### src/rtl/ram_port_arbiter_if.sv
// ---------------------------------------------------------------------------
// ram_port_arbiter_if
// Bundles the three CPU-stage request channels and the single-port RAM
// command/data signals that meet at ram_port_arbiter.
//   slave  : the arbiter side (takes stage requests and ram_data_out,
//            drives readies, read data, the RAM command, busy and grant)
//   master : the environment side (CPU stages plus the RAM itself)
// Signals:
//   stage12_read / _address / _ready / _data_out   fetch read channel
//   stage3_read  / _address / _ready / _data_out   load read channel
//   stage5_save  / _address / _data_in / _ready    store channel
//   ram_write_enable, ram_address, ram_data_in     command to RAM
//   ram_data_out                                   read data from RAM
//   arb_busy, arb_grant                            arbiter status
// ---------------------------------------------------------------------------
interface ram_port_arbiter_if #(
  parameter int ADDR_W = 16,
  parameter int DATA_W = 8
);
  logic              stage12_read;
  logic [ADDR_W-1:0] stage12_read_address;
  logic              stage12_read_ready;
  logic [DATA_W-1:0] stage12_read_data_out;

  logic              stage3_read;
  logic [ADDR_W-1:0] stage3_read_address;
  logic              stage3_read_ready;
  logic [DATA_W-1:0] stage3_read_data_out;

  logic              stage5_save;
  logic [ADDR_W-1:0] stage5_save_address;
  logic [DATA_W-1:0] stage5_save_data_in;
  logic              stage5_save_ready;

  logic              ram_write_enable;
  logic [ADDR_W-1:0] ram_address;
  logic [DATA_W-1:0] ram_data_in;
  logic [DATA_W-1:0] ram_data_out;

  logic              arb_busy;
  logic [2:0]        arb_grant;

  modport slave (
    input  stage12_read, stage12_read_address,
    output stage12_read_ready, stage12_read_data_out,
    input  stage3_read, stage3_read_address,
    output stage3_read_ready, stage3_read_data_out,
    input  stage5_save, stage5_save_address, stage5_save_data_in,
    output stage5_save_ready,
    output ram_write_enable, ram_address, ram_data_in,
    input  ram_data_out,
    output arb_busy, arb_grant
  );

  modport master (
    output stage12_read, stage12_read_address,
    input  stage12_read_ready, stage12_read_data_out,
    output stage3_read, stage3_read_address,
    input  stage3_read_ready, stage3_read_data_out,
    output stage5_save, stage5_save_address, stage5_save_data_in,
    input  stage5_save_ready,
    input  ram_write_enable, ram_address, ram_data_in,
    output ram_data_out,
    input  arb_busy, arb_grant
  );
endinterface

### src/rtl/ram_port_arbiter.sv
// ---------------------------------------------------------------------------
// ram_port_arbiter
// Shares one single-port synchronous RAM between the fetch (stage12 read),
// load (stage3 read) and store (stage5 save) stages. One request is latched
// per transaction and walked through IDLE -> CMD -> WAIT -> DONE; read data
// and a one-cycle ready go back to the winner.
//
// Ports:
//   ram_clk  in   sole clock, everything on posedge
//   rst      in   synchronous active-low reset
//   bus      ram_port_arbiter_if.slave (stage channels, RAM port, status)
//
// Build option:
//   RAM_ARB_ROUND_ROBIN_EN  undefined: fixed priority stage5 > stage3 > stage12
//                           defined:   rotating priority, granted requester
//                                      drops to lowest (5 -> 3 -> 12 -> 5)
//
// Grant encoding is one-hot {stage5, stage3, stage12}.
// ---------------------------------------------------------------------------
module ram_port_arbiter #(
  parameter int ADDR_W = 16,
  parameter int DATA_W = 8
) (
  input  logic              ram_clk,
  input  logic              rst,
  ram_port_arbiter_if.slave bus
);

  typedef enum logic [1:0] {
    ST_IDLE = 2'd0,
    ST_CMD  = 2'd1,
    ST_WAIT = 2'd2,
    ST_DONE = 2'd3
  } state_t;

  localparam logic [2:0] GNT_NONE = 3'b000;
  localparam logic [2:0] GNT_S12  = 3'b001;
  localparam logic [2:0] GNT_S3   = 3'b010;
  localparam logic [2:0] GNT_S5   = 3'b100;

  state_t            r_state;
  state_t            w_state_nxt;

  logic [2:0]        w_req;
  logic [2:0]        w_first;
  logic [2:0]        w_win;
  logic [ADDR_W-1:0] w_win_addr;

  logic [2:0]        r_grant;
  logic              r_busy;
  logic              r_we;
  logic [ADDR_W-1:0] r_addr;
  logic [DATA_W-1:0] r_din;
  logic              r_s12_rdy;
  logic              r_s3_rdy;
  logic              r_s5_rdy;
  logic [DATA_W-1:0] r_s12_dout;
  logic [DATA_W-1:0] r_s3_dout;

  // Walk the cyclic order 5 -> 3 -> 12 starting at 'first'; return the
  // first requester found (one-hot), or zero when nobody asks.
  function automatic logic [2:0] pick_first(input logic [2:0] req,
                                            input logic [2:0] first);
    logic [2:0] v_pos;
    logic [2:0] v_win;
    v_win = GNT_NONE;
    v_pos = first;
    for (int k = 0; k < 3; k++) begin
      if ((v_win == GNT_NONE) && ((req & v_pos) != GNT_NONE)) begin
        v_win = v_pos;
      end else begin
        v_win = v_win;
      end
      v_pos = {v_pos[0], v_pos[2:1]};
    end
    return v_win;
  endfunction

  assign w_req = {bus.stage5_save, bus.stage3_read, bus.stage12_read};

`ifdef RAM_ARB_ROUND_ROBIN_EN
  // Highest-priority requester for the next arbitration (one-hot).
  logic [2:0] r_rr_ptr;

  // Rotating pointer: after a grant the winner becomes lowest priority.
  always_ff @(posedge ram_clk) begin
    if (!rst) begin
      r_rr_ptr <= GNT_S5;
    end else if ((r_state == ST_IDLE) && (w_win != GNT_NONE)) begin
      r_rr_ptr <= {w_win[0], w_win[2:1]};
    end else begin
      r_rr_ptr <= r_rr_ptr;
    end
  end

  // A corrupted (non one-hot) pointer falls back to the reset ordering.
  always_comb begin
    w_first = GNT_S5;
    case (r_rr_ptr)
      GNT_S5:  w_first = GNT_S5;
      GNT_S3:  w_first = GNT_S3;
      GNT_S12: w_first = GNT_S12;
      default: w_first = GNT_S5;
    endcase
  end
`else
  // Fixed priority always starts the search at the store port.
  always_comb begin
    w_first = GNT_S5;
  end
`endif

  // Winner selection from the live request lines.
  always_comb begin
    w_win = pick_first(w_req, w_first);
  end

  // Address of the winner, latched into the RAM address register in IDLE.
  always_comb begin
    w_win_addr = {ADDR_W{1'b0}};
    case (w_win)
      GNT_S5:  w_win_addr = bus.stage5_save_address;
      GNT_S3:  w_win_addr = bus.stage3_read_address;
      GNT_S12: w_win_addr = bus.stage12_read_address;
      default: w_win_addr = {ADDR_W{1'b0}};
    endcase
  end

  // FSM state register.
  always_ff @(posedge ram_clk) begin
    if (!rst) begin
      r_state <= ST_IDLE;
    end else begin
      r_state <= w_state_nxt;
    end
  end

  // FSM next-state: fixed four-cycle walk once a request is accepted.
  always_comb begin
    w_state_nxt = r_state;
    case (r_state)
      ST_IDLE: begin
        if (w_req != 3'b000) begin
          w_state_nxt = ST_CMD;
        end else begin
          w_state_nxt = ST_IDLE;
        end
      end
      ST_CMD:  w_state_nxt = ST_WAIT;
      ST_WAIT: w_state_nxt = ST_DONE;
      ST_DONE: w_state_nxt = ST_IDLE;
      default: w_state_nxt = ST_IDLE;
    endcase
  end

  // Registered datapath: RAM command, grant/busy, read data and readies.
  // The RAM address/data registers double as the transaction latches, so
  // operand changes after the grant never reach the RAM.
  always_ff @(posedge ram_clk) begin
    if (!rst) begin
      r_grant    <= GNT_NONE;
      r_busy     <= 1'b0;
      r_we       <= 1'b0;
      r_addr     <= {ADDR_W{1'b0}};
      r_din      <= {DATA_W{1'b0}};
      r_s12_rdy  <= 1'b0;
      r_s3_rdy   <= 1'b0;
      r_s5_rdy   <= 1'b0;
      r_s12_dout <= {DATA_W{1'b0}};
      r_s3_dout  <= {DATA_W{1'b0}};
    end else begin
      r_s12_rdy <= 1'b0;
      r_s3_rdy  <= 1'b0;
      r_s5_rdy  <= 1'b0;
      case (r_state)
        ST_IDLE: begin
          if (w_win != GNT_NONE) begin
            r_grant <= w_win;
            r_busy  <= 1'b1;
            r_addr  <= w_win_addr;
            if (w_win == GNT_S5) begin
              r_we  <= 1'b1;
              r_din <= bus.stage5_save_data_in;
            end else begin
              r_we  <= 1'b0;
            end
          end else begin
            r_we <= 1'b0;
          end
        end
        ST_CMD: begin
          r_we <= r_we;
        end
        ST_WAIT: begin
          // RAM took the command on the edge entering WAIT.
          r_we <= 1'b0;
        end
        ST_DONE: begin
          // ram_data_out still reflects the latched address here because
          // the address register is held through the whole transaction.
          r_grant <= GNT_NONE;
          r_busy  <= 1'b0;
          r_we    <= 1'b0;
          case (r_grant)
            GNT_S5:  r_s5_rdy <= 1'b1;
            GNT_S3: begin
              r_s3_rdy  <= 1'b1;
              r_s3_dout <= bus.ram_data_out;
            end
            GNT_S12: begin
              r_s12_rdy  <= 1'b1;
              r_s12_dout <= bus.ram_data_out;
            end
            default: r_s5_rdy <= 1'b0;
          endcase
        end
        default: begin
          r_grant <= GNT_NONE;
          r_busy  <= 1'b0;
          r_we    <= 1'b0;
        end
      endcase
    end
  end

  assign bus.stage12_read_ready    = r_s12_rdy;
  assign bus.stage12_read_data_out = r_s12_dout;
  assign bus.stage3_read_ready     = r_s3_rdy;
  assign bus.stage3_read_data_out  = r_s3_dout;
  assign bus.stage5_save_ready     = r_s5_rdy;
  assign bus.ram_write_enable      = r_we;
  assign bus.ram_address           = r_addr;
  assign bus.ram_data_in           = r_din;
  assign bus.arb_busy              = r_busy;
  assign bus.arb_grant             = r_grant;

endmodule

### src/flat_wrapper.sv
// flat-port wrapper written by rule: the top's interface ports become plain ports
module ram_port_arbiter_flat 
#(
  parameter int ADDR_W = 16,
  parameter int DATA_W = 8
)
  (ram_clk, rst, bus_stage12_read, bus_stage12_read_address, bus_stage12_read_ready, bus_stage12_read_data_out, bus_stage3_read, bus_stage3_read_address, bus_stage3_read_ready, bus_stage3_read_data_out, bus_stage5_save, bus_stage5_save_address, bus_stage5_save_data_in, bus_stage5_save_ready, bus_ram_write_enable, bus_ram_address, bus_ram_data_in, bus_ram_data_out, bus_arb_busy, bus_arb_grant);
  ram_port_arbiter_if #(.ADDR_W(ADDR_W), .DATA_W(DATA_W)) bus_i ();
  input  logic ram_clk;
  input  logic rst;
  input wire logic [$bits(bus_i.stage12_read)-1:0] bus_stage12_read;
  input wire logic [$bits(bus_i.stage12_read_address)-1:0] bus_stage12_read_address;
  output wire logic [$bits(bus_i.stage12_read_ready)-1:0] bus_stage12_read_ready;
  output wire logic [$bits(bus_i.stage12_read_data_out)-1:0] bus_stage12_read_data_out;
  input wire logic [$bits(bus_i.stage3_read)-1:0] bus_stage3_read;
  input wire logic [$bits(bus_i.stage3_read_address)-1:0] bus_stage3_read_address;
  output wire logic [$bits(bus_i.stage3_read_ready)-1:0] bus_stage3_read_ready;
  output wire logic [$bits(bus_i.stage3_read_data_out)-1:0] bus_stage3_read_data_out;
  input wire logic [$bits(bus_i.stage5_save)-1:0] bus_stage5_save;
  input wire logic [$bits(bus_i.stage5_save_address)-1:0] bus_stage5_save_address;
  input wire logic [$bits(bus_i.stage5_save_data_in)-1:0] bus_stage5_save_data_in;
  output wire logic [$bits(bus_i.stage5_save_ready)-1:0] bus_stage5_save_ready;
  output wire logic [$bits(bus_i.ram_write_enable)-1:0] bus_ram_write_enable;
  output wire logic [$bits(bus_i.ram_address)-1:0] bus_ram_address;
  output wire logic [$bits(bus_i.ram_data_in)-1:0] bus_ram_data_in;
  input wire logic [$bits(bus_i.ram_data_out)-1:0] bus_ram_data_out;
  output wire logic [$bits(bus_i.arb_busy)-1:0] bus_arb_busy;
  output wire logic [$bits(bus_i.arb_grant)-1:0] bus_arb_grant;
  assign bus_i.stage12_read = bus_stage12_read;
  assign bus_i.stage12_read_address = bus_stage12_read_address;
  assign bus_stage12_read_ready = bus_i.stage12_read_ready;
  assign bus_stage12_read_data_out = bus_i.stage12_read_data_out;
  assign bus_i.stage3_read = bus_stage3_read;
  assign bus_i.stage3_read_address = bus_stage3_read_address;
  assign bus_stage3_read_ready = bus_i.stage3_read_ready;
  assign bus_stage3_read_data_out = bus_i.stage3_read_data_out;
  assign bus_i.stage5_save = bus_stage5_save;
  assign bus_i.stage5_save_address = bus_stage5_save_address;
  assign bus_i.stage5_save_data_in = bus_stage5_save_data_in;
  assign bus_stage5_save_ready = bus_i.stage5_save_ready;
  assign bus_ram_write_enable = bus_i.ram_write_enable;
  assign bus_ram_address = bus_i.ram_address;
  assign bus_ram_data_in = bus_i.ram_data_in;
  assign bus_i.ram_data_out = bus_ram_data_out;
  assign bus_arb_busy = bus_i.arb_busy;
  assign bus_arb_grant = bus_i.arb_grant;
  ram_port_arbiter #(.ADDR_W(ADDR_W), .DATA_W(DATA_W)) u_core (.ram_clk(ram_clk), .rst(rst), .bus(bus_i));
endmodule
### config.mk
export PLATFORM = sky130hd
export DESIGN_NAME = ram_port_arbiter_flat
export DESIGN_NICKNAME = d
export VERILOG_FILES = /design/src/rtl/ram_port_arbiter_if.sv /design/src/rtl/ram_port_arbiter.sv /design/src/flat_wrapper.sv
export SDC_FILE = /design/constraint.sdc
export NUM_CORES = 1
export LEC_CHECK = 0
export CAP_MARGIN = 40
export CORE_MARGIN = 2
export CORE_UTILIZATION = 42
export DETAILED_ROUTE_END_ITERATION = 8
export MAX_ROUTING_LAYER = met4
export PLACE_DENSITY = 0.91
export SYNTH_ARGS = -nofsm -noshare
export SYNTH_HDL_FRONTEND = slang
export SYNTH_SLANG_ARGS = --single-unit
### constraint.sdc
create_clock -name ram_clk -period 3 [get_ports ram_clk]
set_clock_uncertainty 0.1 [all_clocks]
set_input_delay 0.45 -clock ram_clk [delete_from_list [all_inputs] [get_ports ram_clk]]
set_output_delay 0.45 -clock ram_clk [all_outputs]
set_load 0.03 [all_outputs]
==> flow_metrics.tcl, run 1 <==
set metrics [dict create \
    status "finished clean" \
    endpoint_kind "flop" \
    drv_cap 0 \
    finalWirelength_um 6310 \
    leakagePower_nw 1.28 \
    avgSynthCellArea_um2 8.99 \
    crit_path_start_kind "flop" \
    critPathMaxFanout 7 \
    finalHoldViolCount 0 \
    nFillCells 430 \
    synth.distinct_cells 30 \
    hold_buffers 0 \
    drcViolationCount 0 \
    final-seq-area_mm2 0.00100 \
    hold_ws_ns 0.367 \
    ctsResizeCount 0 \
    layout-drive-gt1-share 0.0554 \
    dp_hpwl_um 4760 \
    p_per_area_mw_per_mm2 595 \
    ys_seq_elements 50 \
    postLayoutCoreUtil 0.703 \
    clock_path_buffers 2 \
    period_minus_slack_ns 2.06 \
    vias 2226 \
    fin_crit_sh 0.688 \
    clkTransAtPathRegs_ns 0.09 \
    postCtsSetupBuffers 0 \
    start_util 0.437 \
    syn_to_final_growth_pct 60.7 \
    setup_tns_ns 0 \
    syn_nets 323 \
    ant_nets 0 \
    cts-buffers-inserted 5 \
    numPortBuffers 116 \
    power.total_w 0.00215 \
    die_area_mm2 0.00595 \
    cts_tree "yes" \
    worstPathRequired_ns 3.11 \
    globalplace.congestion 0.838 \
    synth_seq_area_share 0.445 \
    rsz0062_at_grt "no" \
    dr.pass1.iters 4 \
    worst_pin_slew_ns 0.691 \
    grt_usage 0.217 \
    multi_input_area_mm2 0.00114 \
    die_height_um 77.2 \
    routedWlPerCell_um 14.6 \
    grt_pass1_wl_um 10200 \
    hp-class "flop to flop" \
    io_pins 117 \
    slew_viol_final 0 \
    setup_viol 0 \
    rows 26 \
    drt_iter0_markers 98 \
    grt_max_degree 39 \
    diodes 0 \
    via_per_inst 5.16 \
    syn_area_mm2 0.00225 \
    max_slew_margin 0.533 \
    crit_arrival_ns 2.17 \
    antenna_found_initial 0 \
    synth-warning-count 0 \
    syn_inst 250 \
    ctsHtreeMaxLevel 2 \
    fmax_mhz 485 \
    fp.coreArea_mm2 0.00514 \
    root_buffer "clkbuf_8" \
    cts.sinks 50 \
    final_net_count 433 \
    clock_latency_ns 0.30 \
    fp.dieW_um 77.2 \
    grt_overflow 0 \
    critical_path_class "flop to flop" \
    irDropWorstVdd_uv 457 \
    first_global_vias 2201 \
]
## worst paths after layout
| check | start | cells past startpoint | slack [ns] | endpoint |
|---|---|---|---|---|
| max | u_core.r_state[0] | 5 | 0.94 | u_core.bus.stage12_read_data_out[1] |
| min | u_core.bus.ram_data_in[2] | 2 | 0.37 | u_core.bus.ram_data_in[2] |
| max reg2reg | u_core.r_state[0] | 5 | 0.94 | u_core.bus.stage12_read_data_out[1] |
| min reg2reg | u_core.bus.ram_data_in[2] | 2 | 0.37 | u_core.bus.ram_data_in[2] |
## per-layer routing
metal | up-vias | global-route usage | routed length, µm | part of all wire
li1 | 1094 | - | - | -
met1 | 1021 | 0.243 | 2560 | 0.41
met2 | 96 | 0.377 | 3100 | 0.49
met3 | 15 | 0.0576 | 519 | 0.082
met4 | 0 | 0.0643 | 125 | 0.020
met5 | - | - | 0 | 0
## Yosys cell counts, drive strengths merged
| cell | count | area share |
|---|---|---|
| a21boi | 10 | 0.033 |
| a21oi | 17 | 0.038 |
| a32o | 15 | 0.067 |
| a32oi | 1 | 0.0039 |
| and2 | 5 | 0.014 |
| and2b | 1 | 0.0033 |
| and4 | 1 | 0.0039 |
| buf | 12 | 0.031 |
| clkbuf | 10 | 0.017 |
| dfxtp | 50 | 0.45 |
| ha | 4 | 0.022 |
| inv | 3 | 0.0050 |
| mux2i | 16 | 0.071 |
| nand2 | 31 | 0.052 |
| nand2b | 15 | 0.042 |
| nand3 | 10 | 0.022 |
| nand4 | 1 | 0.0028 |
| nor2 | 3 | 0.0050 |
| nor2b | 18 | 0.050 |
| nor3 | 1 | 0.0022 |
| nor4bb | 2 | 0.0089 |
| o21ai | 19 | 0.042 |
| o221a | 1 | 0.0050 |
| o22ai | 1 | 0.0028 |
| o31a | 1 | 0.0039 |
| o31ai | 1 | 0.0033 |
| o41ai | 1 | 0.0039 |
## critical path, stage by stage (launching register included)
cell,delay (ns)
dfxtp_1,0.36
ha_1,0.27
nor4bb_2,0.68
buf_4,0.28
mux2i_1,0.21
nor2b_1,0.06
## area by class of cell
| type | instances | area share |
|---|---|---|
| multi-input combinational | 175 | 0.316 |
| sequential | 50 | 0.277 |
| clock inverter | 2 | 0.0166 |
| timing repair buffer | 125 | 0.340 |
| tap | 70 | 0.0242 |
| clock buffer | 6 | 0.0229 |
| inverter | 3 | 0.00312 |
## flip-flops by register name, summed over array words and instances, names as in the netlist
signal / flops
u_core.bus.arb_busy: 1
u_core.bus.arb_grant: 3
u_core.bus.ram_address: 16
u_core.bus.ram_data_in: 8
u_core.bus.ram_write_enable: 1
u_core.bus.stage12_read_data_out: 8
u_core.bus.stage12_read_ready: 1
u_core.bus.stage3_read_data_out: 8
u_core.bus.stage3_read_ready: 1
u_core.bus.stage5_save_ready: 1
u_core.r_state: 2
## logic make-up after synthesis
family	count (synthesis)	synth area share
buffers and inverters	25	0.0523
AOI/OAI and AO/OA	67	0.203
muxes	16	0.0712
adders and majority gates	4	0.0223
DFF	50	0.445
and+or+nand+nor	88	0.206
## report_power, final
group / total, W / switching (W) / leakage, nW / internal, W
Sequential: 0.000818 / 0.0000593 / 0.408 / 0.000758
Combinational: 0.000751 / 0.000402 / 0.800 / 0.000349
Clock: 0.000581 / 0.000225 / 0.0714 / 0.000356
Total: 0.00215 / 0.000686 / 1.28 / 0.00146
## per-stage QoR
stage / worst slack (ns) / instance area [µm²] / std cells
after floorplan: 1.29 / 2250 / 250
after global placement: 0.826 / 3470 / 423
after detailed placement: 0.793 / 3470 / 423
after CTS: 0.917 / 3610 / 431
after global routing: 0.792 / 3610 / 431
final: 0.937 / 3610 / 431
## layout by cell type, fill, tap and decap left out
cell | Yosys | routed
clkbuf_8 | 0 | 6
nand4_1 | 1 | 1
and4_1 | 1 | 1
o31ai_1 | 1 | 1
o221a_2 | 1 | 1
a32o_1 | 15 | 15
nand2_1 | 31 | 31
ha_1 | 4 | 4
a32oi_1 | 1 | 1
nand3_1 | 10 | 10
buf_4 | 2 | 9
and2b_1 | 1 | 1
nor3_1 | 1 | 1
and2_1 | 5 | 5
nor2_1 | 3 | 3
mux2i_1 | 16 | 16
a21boi_0 | 10 | 10
a21oi_1 | 17 | 17
nor2b_1 | 18 | 18
o41ai_1 | 1 | 1
bufinv_16 | 0 | 2
dfxtp_1 | 50 | 50
nand2b_1 | 15 | 15
o21ai_0 | 19 | 19
clkdlybuf4s50_1 | 0 | 116
o22ai_1 | 1 | 1
o31a_1 | 1 | 1
inv_1 | 3 | 3
nor4bb_2 | 0 | 2
Power figures use the tool's default switching activity.
==> inputs of run 2 (changes only) <==
- CORE_UTILIZATION: 42 -> 39
- PLACE_DENSITY: 0.91 -> 0.85
- clock period: 3 -> 2 ns (I/O delays scaled with it)
==> run 2 against run 1 <==
- routed wire length shrank 0.21%
- design area decreased by 1.1%
- combinational power rose by 50%
- clock-buffer cell count up 1
- hold slack better by 0.0031 ns
- total power is 38% higher
- clock power rose by 4.0%
- first-iteration DRC count shrank 20%
- non-clock buffer count increased by 1
- register-to-register slack got worse by 0.68 ns
- setup slack worse by 0.81 ns
- via count down 1.3%
- largest cell class unchanged
- highest routed layer unchanged
==> flow_metrics.tcl, run 2 (synthesis gave the netlist of run 1 again) <==
set metrics [dict create \
    nFillCells 506 \
    antenna_found_initial 0 \
    routedWlPerCell_um 14.5 \
    slowest_stage "clkdlybuf4s50_1" \
    worst_pin_slew_ns 0.549 \
    fp.dieW_um 79.9 \
    fin_crit_sh 0.937 \
    cts_tree "yes" \
    critPathBufInv 1 \
    slowest_delay_ns 0.73 \
    ctsResizeCount 0 \
    crit_path_start_kind "flop" \
    reg2reg_from "u_core.r_state[0]" \
    start_util 0.406 \
    p_per_area_mw_per_mm2 830 \
    final_net_count 434 \
    grt_overflow 0 \
    layout_commonest_cell "clkdlybuf4s50_1" \
    cts-buffers-inserted 5 \
    rr_worst_depth 5 \
    most-common-layout-cells "116 x clkdlybuf4s50_1, 50 x dfxtp_1, 31 x nand2_1" \
    grt_pass1_wl_um 9860 \
    cts.sinks 50 \
    worstPathRequired_ns 1.60 \
    slew_viol_final 0 \
    fp.coreArea_mm2 0.00554 \
    r2r_slack_ns 0.26 \
    dp_hpwl_um 4570 \
    cp_top_family "buffers and inverters" \
    dr.pass1.iters 4 \
    io_pins 117 \
    crit_arrival_ns 1.47 \
    fmax_mhz 534 \
    hp-class "flop to flop" \
    finalHoldViolCount 0 \
    layout-drive-gt1-share 0.0552 \
    clock_latency_ns 0.30 \
    die_height_um 79.9 \
    status "finished clean" \
    ctsHtreeMaxLevel 2 \
    die_area_mm2 0.00639 \
    critPathMaxFanout 6 \
    grt_max_degree 39 \
    rsz0062_at_grt "no" \
    critical_path_class "flop to output port" \
    first_global_vias 2136 \
    drcViolationCount 0 \
    ant_nets 0 \
    root_buffer "clkbuf_8" \
    drt_iter0_markers 78 \
    setup_tns_ns 0 \
    largest_reg_flops 16 \
    numPortBuffers 116 \
    vias 2197 \
    diodes 0 \
    endpoint_kind "output port" \
    irDropWorstVdd_uv 678 \
    syn_to_final_growth_pct 58.9 \
    final-seq-area_mm2 0.00100 \
    holdCritStartpoint "u_core.bus.ram_address[7]" \
    via_per_inst 5.06 \
    cp_cell_sequence "clkdlybuf4s50_1" \
    hold_buffers 0 \
    multi_input_area_mm2 0.00114 \
    finalWirelength_um 6300 \
    period_minus_slack_ns 1.87 \
    clkTransAtPathRegs_ns 0.09 \
    clock_path_buffers 2 \
    max_slew_margin 0.634 \
    setup_viol 0 \
    globalplace.congestion 0.741 \
    drv_cap 0 \
    worstReg2RegEnd "u_core.bus.ram_address[5]" \
    min_delay_path_depth 1 \
    min_to "u_core.bus.ram_address[7]" \
    grt_usage 0.201 \
    power.total_w 0.00297 \
    postCtsSetupBuffers 0 \
    rows 27 \
    leakagePower_nw 1.26 \
]
-- run 2: changes by cell type in the layout (fill, tap and decap cells not counted) --
| cell | before | now |
|---|---|---|
| bufinv_16 | 2 | 0 |
| clkinv_2 | 0 | 1 |
| buf_4 | 9 | 10 |
| clkbuf_1 | 0 | 1 |
-- run 2: power by group --
group	internal [W]	total [W]	leakage (nW)	switching, W
Clock	0.000280	0.000604	0.0482	0.000324
Sequential	0.00114	0.00123	0.408	0.0000928
Combinational	0.000525	0.00113	0.806	0.000607
Total	0.00194	0.00297	1.26	0.00102
-- run 2: through the flow --
stage	cell area, µm²	instances	setup slack [ns]	hold slack (ns)	util
after floorplan	2250	250	0.338	0.356	-
after global placement	3480	426	0.0829	0.348	0.628
after detailed placement	3480	426	0.0379	0.354	0.628
after CTS	3570	434	0.108	0.375	0.645
after global routing	3570	434	0.0712	0.389	0.645
final	3570	434	0.126	0.370	0.645
-- run 2: layout make-up --
type,count,area share
clock buffer,7,0.0242
clock inverter,1,0.00140
inverter,3,0.00315
multi-input combinational,175,0.320
sequential,50,0.280
tap,72,0.0252
timing repair buffer,126,0.346
-- run 2: worst max path at each step --
stage	slack, ns	start	endpoint	depth (start not counted)
2_1_floorplan	0.34	u_core.r_state[0]	u_core.bus.ram_address[10]	8
3_3_place_gp	0.08	bus_stage5_save	u_core.bus.ram_address[14]	4
6_report	0.13	u_core.bus.arb_grant[1]	bus_arb_grant[1]	1
5_1_grt	0.07	u_core.bus.arb_grant[0]	bus_arb_grant[0]	1
4_1_cts	0.11	u_core.bus.arb_grant[1]	bus_arb_grant[1]	1
3_5_place_dp	0.04	bus_stage5_save	u_core.bus.ram_address[5]	4
-- run 2: worst reg2reg max path: stages, from the launching register on --
cell and delay (ns):
dfxtp_1 0.39, inv_1 0.08, ha_1 0.24, o31a_1 0.13, and2b_1 0.54, a32o_1 0.21
-- run 2: metal layers --
| layer | up-vias | GRT usage | part of all wire |
|---|---|---|---|
| met5 | - | - | 0 |
| met4 | 0 | 0.0458 | 0.010 |
| met3 | 8 | 0.0566 | 0.077 |
| met2 | 77 | 0.354 | 0.49 |
| met1 | 1014 | 0.225 | 0.43 |
| li1 | 1098 | - | - |
